File: src/rtl/tff_updown_counter_pkg.sv
// Shared constants and limit-compare helpers for the toggle-cell up/down counter.
package tff_updown_counter_pkg;

   localparam int   DEFAULT_WIDTH = 4;
   localparam int   MAX_WIDTH     = 16;
   localparam logic DIR_UP        = 1'b1;
   localparam logic DIR_DOWN      = 1'b0;

   // Bits at and above w are don't-care, so one helper serves every legal width.
   function automatic logic is_all_ones(input logic [MAX_WIDTH-1:0] v, input int w);
      logic r;
      r = 1'b1;
      for (int i = 0; i < MAX_WIDTH; i++) begin
         r = r & (v[i] | (i >= w));
      end
      return r;
   endfunction

   function automatic logic is_zero(input logic [MAX_WIDTH-1:0] v, input int w);
      logic r;
      r = 1'b1;
      for (int i = 0; i < MAX_WIDTH; i++) begin
         r = r & (~v[i] | (i >= w));
      end
      return r;
   endfunction

endpackage

File: src/rtl/tff_cell.sv
// Single toggle flip-flop cell with synchronous active-low reset and parallel load.
module tff_cell
   import tff_updown_counter_pkg::*;
(
   input  logic clk,
   input  logic rst_n,
   input  logic t,
   input  logic ld,
   input  logic ld_val,
   output logic q
);

   logic bit_d;
   logic bit_q;

   // Next state: load beats toggle.
   always_comb begin
      bit_d = bit_q;
      if (ld) begin
         bit_d = ld_val;
      end else begin
         bit_d = bit_q ^ t;
      end
   end

   // State register; reset wins over load.
   always_ff @(posedge clk) begin
      if (!rst_n) begin
         bit_q <= 1'b0;
      end else begin
         bit_q <= bit_d;
      end
   end

   assign q = bit_q;

endmodule

File: src/rtl/tff_updown_counter.sv
// WIDTH-bit up/down counter built from a chain of tff_cell toggle cells.
// Define TFF_COUNTER_SAT_EN to saturate at the limits instead of wrapping.
module tff_updown_counter
   import tff_updown_counter_pkg::*;
#(
   parameter int WIDTH = DEFAULT_WIDTH
)
(
   input  logic             clk,
   input  logic             rst_n,
   input  logic             en,
   input  logic             up,
   input  logic             load,
   input  logic [WIDTH-1:0] d,
   output logic [WIDTH-1:0] q,
   output logic             tc
);

   logic [WIDTH-1:0]     q_s;
   logic [WIDTH-1:0]     t_s;
   logic [MAX_WIDTH-1:0] q_ext_s;
   logic                 at_ones_s;
   logic                 at_zero_s;
   logic                 at_limit_s;
   logic                 cnt_en_s;

   // Zero-extend the count so the package helpers can take any legal width.
   always_comb begin
      q_ext_s            = {MAX_WIDTH{1'b0}};
      q_ext_s[WIDTH-1:0] = q_s;
   end

   assign at_ones_s  = is_all_ones(q_ext_s, WIDTH);
   assign at_zero_s  = is_zero(q_ext_s, WIDTH);
   assign at_limit_s = (up == DIR_UP) ? at_ones_s : at_zero_s;
   assign tc         = en & at_limit_s;

   // Chain enable; saturation freezes every toggle at the limit.
   always_comb begin
`ifdef TFF_COUNTER_SAT_EN
      cnt_en_s = en & ~at_limit_s;
`else
      cnt_en_s = en;
`endif
   end

   for (genvar i = 0; i < WIDTH; i++) begin : g_bit
      if (i == 0) begin : g_lsb
         assign t_s[i] = cnt_en_s;
      end else begin : g_upper
         assign t_s[i] = cnt_en_s & ((up == DIR_UP) ? (&q_s[i-1:0]) : (~|q_s[i-1:0]));
      end

      tff_cell u_cell (
         .clk    (clk),
         .rst_n  (rst_n),
         .t      (t_s[i]),
         .ld     (load),
         .ld_val (d[i]),
         .q      (q_s[i])
      );
   end

   assign q = q_s;

endmodule
File: config.mk
export PLATFORM = sky130hd
export DESIGN_NAME = tff_updown_counter
export DESIGN_NICKNAME = d
export VERILOG_FILES = /design/src/rtl/tff_updown_counter_pkg.sv /design/src/rtl/tff_cell.sv /design/src/rtl/tff_updown_counter.sv
export SDC_FILE = /design/constraint.sdc
export NUM_CORES = 1
export LEC_CHECK = 0
export BUFFER_PORTS_ARGS = -buffer_cell sky130_fd_sc_hd__buf_4
export CAP_MARGIN = 20
export CORE_AREA = 2 2 39 41
export CTS_BUF_LIST = sky130_fd_sc_hd__clkbuf_2
export CTS_CLUSTER_DIAMETER = 40
export CTS_CLUSTER_SIZE = 30
export DETAILED_ROUTE_END_ITERATION = 10
export DIE_AREA = 0 0 41 43
export SYNTH_ARGS = -nofsm -noshare
export SYNTH_HDL_FRONTEND = slang
export SYNTH_SLANG_ARGS = --single-unit
File: constraint.sdc
create_clock -name clk -period 2.9 [get_ports clk]
set_input_delay 0.58 -clock clk [delete_from_list [all_inputs] [get_ports clk]]
set_output_delay 0.58 -clock clk [all_outputs]
set_load 0.005 [all_outputs]
==> Flow_metrics.wiki <==
{| class="wikitable"
! Metric !! Value
|-
| Status || finished, final reports clean
|-
| Buffers added on ports || 13
|-
| Share of layout cells above drive strength 1 || 0.340
|-
| Pins Over Slew Limit || 0
|-
| Die width || 41 um
|-
| Critical Path Source Type || input pin
|-
| Worst vdd rail ir drop || 130 uV
|-
| Total iterations of the first detailed-routing run || 2
|-
| Drt drc || 0
|-
| Syn Std Cell Area || 318 um^2
|-
| Post-CTS clock slew at the launch and capture registers of the worst setup and hold paths || 0.05 ns
|-
| Clock insertion delay at the later pin of the skew report || 0.22 ns
|-
| Path category of the worst min-delay check || reg2reg
|-
| R2R setup slack || 1.59 ns
|-
| Total Nets Final || 61
|-
| Worst-case hold slack || 0.536 ns
|-
| # rows || 14
|-
| Data arrival at the endpoint of the critical path || 1.42 ns
|-
| Number of hold violations in the final report || 0
|-
| Number of buffers inserted during clock tree synthesis || 3
|-
| Largest net degree at the start of global routing || 11
|-
| TritonCTS clock tree || yes
|-
| Remaining antenna violation count after routing || 0
|-
| Warnings, synthesis || 0
|-
| Final critical-path required period || 2.00 ns
|-
| Unrepaired setup endpoints after global routing || no
|-
| Initial antenna violation count || 0
|-
| Remaining global-route overflow || 0
|-
| Routed WL || 692 um
|-
| Core area || 1380 um^2
|-
| Final setup vio count || 0
|-
| Global-route total usage across every layer || 0.0942
|-
| Gp weighted congestion || 0.616
|-
| Post-route cell area || 409 um^2
|-
| Die height || 43 um
|-
| Max FO, Critical Path || 6
|-
| Area contributors post-synth || sky130_fd_sc_hd__dfxtp_1 (25%), sky130_fd_sc_hd__buf_4 (12%), sky130_fd_sc_hd__nand3_1 (6.3%)
|-
| Largest register FFs || 4
|-
| Die area || 1760 um^2
|-
| Initial core utilization || 0.230
|-
| Period Utilization, post-route || 0.691
|-
| Post-synthesis area per instance || 7.95 um^2
|-
| Area after DPL || 394 um^2
|-
| Top-level port count || 14
|-
| Data required time of the worst path || 2.32 ns
|-
| Final worst clock skew || 0.0119 ns
|-
| Transition time at the pin with the least slew margin || 0.357 ns
|-
| Yosys top cell area share || 0.252
|-
| Post-CTS sizing || 0
|-
| Clock root buffer || sky130_fd_sc_hd__clkbuf_2
|-
| Smallest setup slack after layout || 0.897 ns
|-
| Hold bufs inserted after CTS || 0
|-
| Post-synthesis sequential area ratio || 0.252
|-
| Number of diodes || 0
|-
| Total negative slack for setup checks || 0 ns
|-
| Via-per-instance ratio || 4.70
|-
| Layout Area Growth over Synthesis || 28.7%
|-
| Via count || 310
|-
| Post-synthesis cell type count || 21
|-
| Global-route wire length before repair || 1050 um
|-
| DR iter-0 viols || 2
|-
| Relative max-transition margin || 0.760
|-
| # fillers || 160
|-
| Pre-CTS worst setup slack || 0.886 ns
|-
| Clock net sink count || 4
|-
| Critical path type || in2out
|-
| Sum of net half-perimeters after detailed placement || 487 um
|-
| Dominant cell type by area after synthesis || sky130_fd_sc_hd__dfxtp_1
|-
| Lkg Pwr || 0.178 nW
|-
| Maximum clock rate || 499 MHz
|-
| Most frequent standard cell in the layout excluding fill and tap cells || sky130_fd_sc_hd__buf_4
|-
| Mapped Nets || 49
|-
| Type of element capturing the critical path || output pin
|-
| Max capacitance violation total || 0
|-
| Via count of the first global-routing pass || 244
|-
| Number of synthesized register bits || 4
|-
| Cells after Synth || 40
|-
| Routed wire length per instance || 10.5 um
|-
| Power density normalized to cell area || 396 nW/um^2
|-
| Maximum count of clock buffers along a single path || 2
|-
| Number of H-tree levels || 1
|-
| Commonest non-fill, non-tap cells in the layout || sky130_fd_sc_hd__buf_4 (13), sky130_fd_sc_hd__o21ai_0 (4), sky130_fd_sc_hd__nand3_1 (4), sky130_fd_sc_hd__dfxtp_1 (4), sky130_fd_sc_hd__clkbuf_2 (3)
|-
| Number of buffers inserted by post-CTS setup repair || 0
|}
[worst paths after layout]
path,from,cells after the start,to
worst max-delay path,up,5,tc
worst min-delay path,g_bit[2].u_cell.q$_SDFF_PN0_,2,g_bit[2].u_cell.q$_SDFF_PN0_
worst max register to register,g_bit[0].u_cell.q$_SDFF_PN0_,3,g_bit[2].u_cell.q$_SDFF_PN0_
worst min register to register,g_bit[2].u_cell.q$_SDFF_PN0_,2,g_bit[2].u_cell.q$_SDFF_PN0_
[per-stage QoR]
| stage | std cells | total power, mW | util |
|---|---|---|---|
| 2_1_floorplan | 40 | 0.0934 | - |
| 3_3_place_gp | 63 | 0.108 | 0.285 |
| 3_5_place_dp | 63 | 0.108 | 0.285 |
| 4_1_cts | 66 | 0.166 | 0.296 |
| 5_1_grt | 66 | 0.175 | 0.296 |
| 6_report | 66 | 0.162 | 0.296 |
[metal layers]
metal / vias to the layer above / part of all wire / global-route usage
li1: 167 / - / -
met1: 134 / 0.46 / 0.118
met2: 7 / 0.46 / 0.113
met3: 2 / 0.071 / 0.0314
met4: 0 / 0.0058 / 0.100
met5: - / 0 / 0
[where the power goes]
group | internal, mW | leakage (nW) | switching [mW]
clock | 0.0280 | 0.0125 | 0.0271
sequential | 0.0600 | 0.0332 | 0.00729
combinational | 0.0239 | 0.132 | 0.0158
total | 0.112 | 0.178 | 0.0502
[final cells by class]
| cell class | instances | area (um^2) | area share |
|---|---|---|---|
| clock buffers | 3 | 15.0 | 0.0367 |
| multi-input cells | 29 | 193 | 0.471 |
| well taps | 16 | 20.0 | 0.0489 |
| inverters | 1 | 3.75 | 0.00917 |
| flip-flops and latches | 4 | 80.1 | 0.196 |
| repair buffers | 13 | 97.6 | 0.239 |
[cell usage after synthesis]
cell                       n
sky130_fd_sc_hd__buf_4     5
sky130_fd_sc_hd__dfxtp_1   4
sky130_fd_sc_hd__nand3_1   4
sky130_fd_sc_hd__o21ai_0   4
sky130_fd_sc_hd__a21o_1    2
sky130_fd_sc_hd__a31oi_1   2
sky130_fd_sc_hd__nand3b_1  2
sky130_fd_sc_hd__nand4_1   2
sky130_fd_sc_hd__nor2_1    2
sky130_fd_sc_hd__xnor2_1   2
sky130_fd_sc_hd__and2_1    1
sky130_fd_sc_hd__and4_1    1
sky130_fd_sc_hd__and4bb_2  1
sky130_fd_sc_hd__buf_1     1
sky130_fd_sc_hd__inv_1     1
sky130_fd_sc_hd__nand2_1   1
sky130_fd_sc_hd__nor4_1    1
sky130_fd_sc_hd__nor4bb_1  1
sky130_fd_sc_hd__or3_1     1
sky130_fd_sc_hd__or4b_1    1
sky130_fd_sc_hd__xor2_1    1
[logic make-up after synthesis]
logic type	share of synthesized area
and+or+nand+nor	0.374
DFF	0.252
xor gates and xnor gates	0.0827
AOI/OAI and AO/OA	0.150
buffers and inverters	0.142
[critical path: stages]
cell	delay (ns)
sky130_fd_sc_hd__buf_4	0.13
sky130_fd_sc_hd__nor4_1	0.37
sky130_fd_sc_hd__o21ai_0	0.13
sky130_fd_sc_hd__nor2_1	0.09
sky130_fd_sc_hd__buf_4	0.11
Power figures use the tool's default switching activity.
